$ cat config.mk
export PLATFORM = sky130hd
export DESIGN_NAME = puf_response_serializer
export DESIGN_NICKNAME = d
export VERILOG_FILES = /design/src/rtl/puf_response_serializer.sv
export SDC_FILE = /design/constraint.sdc
export NUM_CORES = 1
export LEC_CHECK = 0
export ABC_AREA = 1
export CAP_MARGIN = 20
export CORE_ASPECT_RATIO = 1.5
export CORE_UTILIZATION = 40
export CTS_CLUSTER_SIZE = 16
export DETAILED_ROUTE_END_ITERATION = 10
export PLACE_DENSITY = 0.75
export REMOVE_ABC_BUFFERS = 1
export SYNTH_ARGS = -nofsm -noshare
export SYNTH_HDL_FRONTEND = slang
export SYNTH_SLANG_ARGS = --single-unit
$ cat constraint.sdc
create_clock -name clk -period 20.9 [get_ports clk]
set_input_delay 3.135 -clock clk [delete_from_list [all_inputs] [get_ports clk]]
set_output_delay 3.135 -clock clk [all_outputs]
set_load 0.03 [all_outputs]
$ cat src/rtl/puf_response_serializer.sv
// puf_response_serializer
// Parallel-in, serial-out transmitter for RO-PUF response words. A WIDTH-bit
// response is captured on a load handshake and shifted out MSB first, one bit
// per cycle in which s_valid & en is high. The serial pair s_out / s_valid & en
// is intended to feed the s_in / en inputs of the 256-bit SHIFT_REGISTER
// receiver directly.
//
// Optional feature (compile-time macro PARITY_SERIAL_EN):
//   When defined, an even-parity bit (XOR of all captured bits) is appended as
//   an extra transfer after the WIDTH data bits, giving WIDTH+1 transfers per
//   word. When undefined, no parity state or parity register exists.
//
// All outputs are driven from flops that are loaded with the decode of the
// next state, so there is no combinational path from any input to any output.

module puf_response_serializer #(
    parameter int WIDTH = 256
) (
    input  logic             clk,
    input  logic             rst,
    input  logic [WIDTH-1:0] p_in,
    input  logic             load,
    output logic             ready,
    input  logic             en,
    output logic             s_out,
    output logic             s_valid,
    output logic             done
);

    // Bit counter width is derived from WIDTH so the counter can reach WIDTH
    // without wrapping.
    localparam int CNT_W = $clog2(WIDTH + 1);
    localparam logic [CNT_W-1:0] LAST_CNT = CNT_W'(WIDTH - 1);

`ifdef PARITY_SERIAL_EN
    typedef enum logic [1:0] {
        ST_IDLE   = 2'b00,
        ST_SHIFT  = 2'b01,
        ST_DONE   = 2'b10,
        ST_PARITY = 2'b11
    } state_t;
`else
    typedef enum logic [1:0] {
        ST_IDLE  = 2'b00,
        ST_SHIFT = 2'b01,
        ST_DONE  = 2'b10
    } state_t;
`endif

`ifdef PARITY_SERIAL_EN
    // Even parity of a response word: XOR reduction of all bits.
    function automatic logic calc_even_parity(input logic [WIDTH-1:0] word);
        calc_even_parity = ^word;
    endfunction
`endif

    state_t           state_r;
    state_t           state_s;
    logic [WIDTH-1:0] shift_r;
    logic [WIDTH-1:0] shift_s;
    logic [CNT_W-1:0] cnt_r;
    logic [CNT_W-1:0] cnt_s;
`ifdef PARITY_SERIAL_EN
    logic             parity_r;
    logic             parity_s;
`endif

    logic             s_out_r;
    logic             s_out_s;
    logic             s_valid_r;
    logic             s_valid_s;
    logic             ready_r;
    logic             ready_s;
    logic             done_r;
    logic             done_s;

    // Next-state, shift register, counter and parity update logic.
    always_comb begin
        state_s  = state_r;
        shift_s  = shift_r;
        cnt_s    = cnt_r;
`ifdef PARITY_SERIAL_EN
        parity_s = parity_r;
`endif
        case (state_r)
            ST_IDLE: begin
                // en is ignored here; only a load starts a new word.
                if (load) begin
                    shift_s  = p_in;
                    cnt_s    = {CNT_W{1'b0}};
`ifdef PARITY_SERIAL_EN
                    parity_s = calc_even_parity(p_in);
`endif
                    state_s  = ST_SHIFT;
                end else begin
                    state_s  = ST_IDLE;
                end
            end
            ST_SHIFT: begin
                // A transfer happens on every enabled edge; otherwise stall.
                // load is deliberately ignored while a word is in flight.
                if (en) begin
                    shift_s = {shift_r[WIDTH-2:0], 1'b0};
                    cnt_s   = cnt_r + CNT_W'(1);
                    if (cnt_r == LAST_CNT) begin
`ifdef PARITY_SERIAL_EN
                        state_s = ST_PARITY;
`else
                        state_s = ST_DONE;
`endif
                    end else begin
                        state_s = ST_SHIFT;
                    end
                end else begin
                    state_s = ST_SHIFT;
                end
            end
`ifdef PARITY_SERIAL_EN
            ST_PARITY: begin
                // Parity bit is presented until the receiver accepts it.
                if (en) begin
                    state_s = ST_DONE;
                end else begin
                    state_s = ST_PARITY;
                end
            end
`endif
            ST_DONE: begin
                // Single-cycle completion marker, then ready for the next word.
                state_s = ST_IDLE;
            end
            default: begin
                // Unreachable encoding: recover to a clean idle state.
                state_s = ST_IDLE;
                shift_s = {WIDTH{1'b0}};
                cnt_s   = {CNT_W{1'b0}};
            end
        endcase
    end

    // Decode of the next state into the values the output flops will hold.
    always_comb begin
        s_out_s   = 1'b0;
        s_valid_s = 1'b0;
        ready_s   = 1'b0;
        done_s    = 1'b0;
        case (state_s)
            ST_IDLE: begin
                ready_s = 1'b1;
            end
            ST_SHIFT: begin
                s_valid_s = 1'b1;
                s_out_s   = shift_s[WIDTH-1];
            end
`ifdef PARITY_SERIAL_EN
            ST_PARITY: begin
                s_valid_s = 1'b1;
                s_out_s   = parity_s;
            end
`endif
            ST_DONE: begin
                done_s = 1'b1;
            end
            default: begin
                ready_s = 1'b0;
            end
        endcase
    end

    // State, datapath and counter registers; reset abandons any partial word.
    always_ff @(posedge clk or posedge rst) begin
        if (rst) begin
            state_r  <= ST_IDLE;
            shift_r  <= {WIDTH{1'b0}};
            cnt_r    <= {CNT_W{1'b0}};
`ifdef PARITY_SERIAL_EN
            parity_r <= 1'b0;
`endif
        end else begin
            state_r  <= state_s;
            shift_r  <= shift_s;
            cnt_r    <= cnt_s;
`ifdef PARITY_SERIAL_EN
            parity_r <= parity_s;
`endif
        end
    end

    // Output flops, loaded with the decode of the next state.
    always_ff @(posedge clk or posedge rst) begin
        if (rst) begin
            s_out_r   <= 1'b0;
            s_valid_r <= 1'b0;
            ready_r   <= 1'b1;
            done_r    <= 1'b0;
        end else begin
            s_out_r   <= s_out_s;
            s_valid_r <= s_valid_s;
            ready_r   <= ready_s;
            done_r    <= done_s;
        end
    end

    assign s_out   = s_out_r;
    assign s_valid = s_valid_r;
    assign ready   = ready_r;
    assign done    = done_r;

endmodule

==> impl_results.md, run 1 <==
* Slew HR at 25.8%
* WHS at 480 ps
* Final core utilization at 54.0%
* Xor/xnor cell area share of the yosys netlist at 0%
* Die H at about 210 um
* Worst ir drop on vdd at 0.0000604 V
* Data arrival time of the critical path at between 5000 and 6000 ps
* Master cell of the clock root buffer: sky130_fd_sc_hd__clkbuf_16
* Unrepaired setup endpoints after global routing: false
* GRT Util Overall at 19.9%
* TritonCTS clock tree: yes
* Cell area after synthesis at 11500 sq um
* Number of pins with negative max-slew slack in the final report at 0
* Pwr Density at roughly 110 nW/um^2
* Worst min-delay path class: register to register
* Placed cells at 1734
* Top library cells by usage in the layout, fill and taps aside: sky130_fd_sc_hd__nand2_1 (536), sky130_fd_sc_hd__dfrtp_1 (270), sky130_fd_sc_hd__clkdlybuf4s50_1 (263), sky130_fd_sc_hd__a22oi_1 (254), sky130_fd_sc_hd__clkbuf_16 (27)
* Number of buffers added by the clock tree synthesis step at 27
* Count of buffers inserted at the top-level ports at 263
* Adder and majority gate portion of the synthesized area at 0.218%
* Filler cell count in the final layout at 2461
* First-pass GRT wire length at 47300 um
* Max-cap violation count at 0
* Remaining antenna violation count after routing at 0
* Average vias per placed instance at around 5.2
* Category of the most critical setup path: primary input to register
* Nets at 1682
* Die width at 140 um
* Net switching fraction of the power at 28.5%
* Distinct cell type count after synthesis at 22
* Sum of net half-perimeters after detailed placement at 18000 um
* Cells after Synth at 1204
* Clk slew on worst S/H paths at roughly 60 ps
* Commonest non-fill, non-tap cell in the layout: sky130_fd_sc_hd__nand2_1
* Remaining routing DRC violations at 0
* Endpoint kind of the worst setup timing path: register
* Total detailed-routing wirelength at 29200 um
* Vias post-DR at 9391
* Maximum clock frequency at 179 MHz
* Category of the worst setup path launch point: primary input
* Row count at 75
* Wire per inst at ~16 um
* # hold bufs at CTS at 0
* CTS sink cnt at about 270
* Internal Pwr Total at roughly 1.2 mW
* Clk buf depth at 3
* Critical path required time at 21300 ps
* Post-synthesis share of cell area spent on and, or, nand and nor gates at roughly a fifth
* Floorplan core area at 28100 sq um
* Final setup violation count at 0
* Final non-filler cell total at 1794
* Antenna violations before repair at 8
* Shortest clock period the worst path allows after layout at about 5600 ps
* Via count of the first global-routing pass at ~9500
* Area growth syn-to-layout at 32.1%
* Later-pin clock latency in the skew report at 540 ps
* Initial standard-cell utilization of the core at 40.9%
* TritonRoute pass-1 iters at 5
* Worst-Margin Slew at roughly 1100 ps
* Post-CTS setup repair buffer count at 0
* Leak Pwr at between 7 and 8 nW
* Post_cts resized at 0
* Net switching component of the power at 0.460 mW
* First DRT Iteration DRCs at 546
* H-tree depth at 1
* Pin count of the biggest net entering global routing at about 170
* Setup clock skew after layout at roughly 24 ps
* Yosys Warn Count at 0
* Seq pwr share at between 40% and 50%
* Avg Cell Area, Syn at 9.53 sq um
* Total congestion overflow at 0
* Crit share post-route at between 20% and 30%
* Overall die area at 29400 sq um
* Worst Path Max Fanout at 143
* Logic gate share of total power at about a fifth
* Combinational family with the most area after synthesis: simple AND/OR/NAND/NOR gates
* Sequential share of the synthesized area at between 50 and 60%
* Fraction of final layout cells sized beyond drive strength 1 at 4.10%
* Share of total power in the clock network at a little under a third
* Total negative slack at 0 ps
* Final estimated routing congestion in global placement at 0.806
* FF+latch count, synth at 271
* Count of boundary I/O pins at 264
* Result of the run: completed
* Multiplexer share of the synthesized area at 0%
* Compound-cell area share of the yosys netlist at around 17%
* Final Hold Fails at 0
==> cell families (layout without fill, tap and decap cells) <==
kind of cell    Yosys count  after routing
simple gates            564            564
other cells               0              8
buf+inv                 101            337
flops                   271            271
fa+ha+maj                 2              2
compound gates          266            266
==> routing by layer <==
layer | GRT usage, % | vias to the layer above | part of all wire, %
met1 | 24.9 | 4556 | 41
met3 | 3.19 | 47 | 4.9
met2 | 34.3 | 245 | 52
met5 | 0 | - | 0
met4 | 7.77 | 0 | 2.6
li1 | - | 4543 | -
==> critical path, stage by stage <==
cell                              delay (ps)
sky130_fd_sc_hd__clkdlybuf4s50_1         510
sky130_fd_sc_hd__nand2_2                 140
sky130_fd_sc_hd__nand2_2                 260
sky130_fd_sc_hd__clkinv_4                700
sky130_fd_sc_hd__buf_4                   550
sky130_fd_sc_hd__buf_16                  260
sky130_fd_sc_hd__nand2_1                 120
sky130_fd_sc_hd__nand2_1                  60
==> area by class of cell <==
cell class	instances	area [sq um]	area share (%)
repair buffers	272	2760	18.2
diodes	8	20.0	0.132
well taps	346	433	2.86
clock buffers	42	822	5.42
flip-flops and latches	271	6780	44.7
clock inverters	7	116	0.767
inverters	16	80.1	0.528
multi-input cells	832	4150	27.4
==> Yosys cell counts, drive strengths merged <==
cell	instances	area share, %
o22ai	1	0.055
clkbuf	8	0.36
dfrtp	270	59
nand2	538	18
o211ai	1	0.065
a21oi	5	0.22
buf	77	3.9
o21ai	4	0.17
ha	2	0.22
nor2	14	0.48
a22oi	254	17
inv	16	0.52
dfstp	1	0.23
nand4	4	0.22
nand3	8	0.35
o21bai	1	0.065
==> registers in the layout (all words and copies together) (netlist names) <==
| name | count |
|---|---|
| s_out | 1 |
| state_r | 2 |
| ready | 1 |
| done | 1 |
| shift_r | 256 |
| cnt_r | 9 |
| s_valid | 1 |
==> power groups by stage <==
stage                     clock, mW  sequential, mW  combinational [mW]
after floorplan                   0           0.775               0.220
after global placement            0           0.793               0.300
after detailed placement          0           0.800               0.311
after CTS                     0.524           0.794               0.314
after global routing          0.545           0.816               0.359
final                         0.510           0.796               0.312
==> path summary, 6_finish.rpt <==
check / start / end / slack [ps] / cells past startpoint
max: load / shift_r[69] / 15330 / 8
min: shift_r[0] / shift_r[0] / 480 / 2
max reg2reg: state_r[1] / shift_r[69] / 17860 / 8
min reg2reg: shift_r[0] / shift_r[0] / 480 / 2
max in group asynchronous: rst / shift_r[23] / 16250 / 3
min in group asynchronous: rst / shift_r[3] / 3150 / 2
==> metrics by stage <==
| step | cell area [sq um] | worst slack, ps | power (mW) |
|---|---|---|---|
| 2_1_floorplan | 11000 | 10300 | 0.995 |
| 3_3_place_gp | 14100 | 14670 | 1.09 |
| 3_5_place_dp | 14100 | 14700 | 1.11 |
| 4_1_cts | 15100 | 15180 | 1.63 |
| 5_1_grt | 15200 | 15120 | 1.72 |
| 6_report | 15200 | 15330 | 1.62 |
Note: power is estimated with default switching activity, not from simulation.
==> inputs of run 2 (changes only) <==
PLACE_DENSITY = 0.78   (was 0.75)
clock period = 4.8 ns   (was 20.9 ns; I/O delays follow)
==> run 2 against run 1 <==
Via count grew 0.51%. Sequential power grew to 4.3 times the previous value. Clock power grew to 4.4 times the previous value. Sequential share of layout area shrank 0.077 points. Final cell count shrank 0.11%. Core utilization grew 0.094 points. Sequential cell count is the same. Highest routed layer unchanged. First-iteration DRC count grew 21%. Combinational power grew to 4.4 times the previous value.
==> impl_results.md, run 2 (same netlist as run 1, synthesis figures left out) <==
* Endpoint kind of the worst setup timing path: register
* Floorplan core area at between 20000 and 30000 sq um
* Pin count of the biggest net entering global routing at 152
* Worst Path Max Fanout at 125
* TritonCTS clock tree: yes
* Worst ir drop on vdd at 0.000290 V
* Slowest Stage Delay on Critical Path at 570 ps
* Share of total power in the clock network at around a third
* Area growth syn-to-layout at 32.4%
* Overall die area at 29400 sq um
* Final Hold Fails at 0
* Critical path required time at 5270 ps
* Worst-Margin Slew at 873 ps
* TritonRoute pass-1 iters at 6
* Post-CTS setup repair buffer count at 0
* Count of buffers inserted at the top-level ports at 263
* Net switching component of the power at 2.01 mW
* Highest routing layer actually used: met4
* Category of the most critical setup path: primary input to register
* Unrepaired setup endpoints after global routing: false
* Initial standard-cell utilization of the core at around two fifths
* Total detailed-routing wirelength at about 28000 um
* Category of the worst setup path launch point: primary input
* Result of the run: completed
* Total congestion overflow at 0
* Later-pin clock latency in the skew report at 540 ps
* Crit share post-route at 51.2%
* Total met2 wirelength after detailed routing at around 14000 um
* Seq pwr share at 49.0%
* Regs by FF count: shift_r (256), cnt_r (9), state_r (2)
* Maximum clock frequency at 407 MHz
* Top library cells by usage in the layout, fill and taps aside: sky130_fd_sc_hd__nand2_1 (536), sky130_fd_sc_hd__dfrtp_1 (270), sky130_fd_sc_hd__clkdlybuf4s50_1 (263), sky130_fd_sc_hd__a22oi_1 (254), sky130_fd_sc_hd__clkbuf_16 (27)
* Met1 layer wirelength in the final routing at between 10000 and 15000 um
* Data arrival time of the critical path at 2930 ps
* Number of buffers added by the clock tree synthesis step at 27
* Pwr Density at 465 nW/um^2
* Die width at 140 um
* Setup clock skew after layout at between 10 and 15 ps
* Die H at 209 um
* Master cell of the clock root buffer: sky130_fd_sc_hd__clkbuf_16
* CTS sink cnt at 271
* Vias post-DR at 9439
* Max stage delay cell, worst path: sky130_fd_sc_hd__inv_8
* Wire per inst at ~16 um
* Max-cap violation count at 0
* Final core utilization at 54.1%
* Total met3 wirelength after detailed routing at 1890 um
* Internal Pwr Total at 5.06 mW
* Sum of net half-perimeters after detailed placement at 17500 um
* Row count at 75
* Commonest non-fill, non-tap cell in the layout: sky130_fd_sc_hd__nand2_1
* Fraction of final layout cells sized beyond drive strength 1 at ~4.4%
* Logic gate share of total power at 19.2%
* Placed cells at 1738
* GRT Util Overall at between 10% and 20%
* H-tree depth at 1
* Clk slew on worst S/H paths at 60 ps
* Remaining routing DRC violations at 0
* Via count of the first global-routing pass at around 9700
* Kind of cell adding the most delay to the critical path: buffers and inverters
* Final setup violation count at 0
* Count of buffering cells on the critical path with inverters included at 3
* Nets at 1683
* Post_cts resized at 0
* First-pass GRT wire length at 46900 um
* Net switching fraction of the power at between 20% and 30%
* Remaining antenna violation count after routing at 0
* Shortest clock period the worst path allows after layout at around 2500 ps
* Critical path, cell by cell: clkdlybuf4s50_1 -> o21ai_0 -> nand2_2 -> inv_8 -> buf_4 -> nand2_1 -> nand2_1
* Antenna violations before repair at 4
* Worst min-delay path class: register to register
* First DRT Iteration DRCs at 662
* Biggest register: shift_r
* Clk buf depth at 3
* Number of flip-flops in the largest register at between 200 and 300
* Final non-filler cell total at 1792
* # hold bufs at CTS at 0
* Count of boundary I/O pins at 264
* Final estimated routing congestion in global placement at 0.773
* Average vias per placed instance at 5.27
* Leak Pwr at 7.33 nW
* Cell repeated most along the worst path: sky130_fd_sc_hd__nand2_1
* Number of pins with negative max-slew slack in the final report at 0
* Slew HR at between 40% and 50%
run 2: path summary, 6_finish.rpt:
check,start,end,slack [ps],cells after the start
setup / recovery,en,shift_r[94],2340,7
hold / removal,shift_r[0],shift_r[0],480,2
setup reg to reg,state_r[1],shift_r[94],2580,6
hold reg to reg,shift_r[0],shift_r[0],480,2
max in group asynchronous,rst,shift_r[114],3040,3
min in group asynchronous,rst,shift_r[214],760,2
run 2: area by class of cell:
cell class	instances	area [sq um]
Multi-Input combinational cell	832	4150
Clock inverter	12	164
Fill cell	2428	12900
Clock buffer	37	783
Sequential cell	271	6780
Antenna cell	5	12.5
Timing Repair Buffer	273	2780
Inverter	16	82.6
Tap cell	346	433
run 2: routing by layer:
metal	vias up	global-route usage, %
met3	56	4.43
met5	-	0
met4	0	8.49
met2	267	31.6
met1	4582	24.7
li1	4534	-
run 2: power by group through the flow:
stage / clock (mW) / combinational [mW] / sequential [mW]
after floorplan: 0 / 0.959 / 3.38
after global placement: 0 / 1.32 / 3.46
after detailed placement: 0 / 1.38 / 3.48
after CTS: 2.30 / 1.38 / 3.46
after global routing: 2.38 / 1.57 / 3.55
final: 2.24 / 1.36 / 3.46
run 2: metrics by stage:
step                      hold slack (ps)  area [sq um]  total power, mW  worst slack [ps]  setup TNS, ps
final                                 476         15200             7.06              2340              0
after global routing                  493         15200             7.50              2140              0
after CTS                             479         15200             7.14              2340              0
after detailed placement              465         14200             4.85              1810              0
after global placement                458         14200             4.78              1860              0
after floorplan                       443         11000             4.33             -3390       -1257260
run 2: worst reg2reg max path: stages, from the launching register on:
cell and delay, ps:
sky130_fd_sc_hd__dfrtp_1 400, sky130_fd_sc_hd__o21ai_0 200, sky130_fd_sc_hd__nand2_2 240, sky130_fd_sc_hd__inv_8 570
sky130_fd_sc_hd__buf_4 520, sky130_fd_sc_hd__nand2_1 130, sky130_fd_sc_hd__nand2_1 90
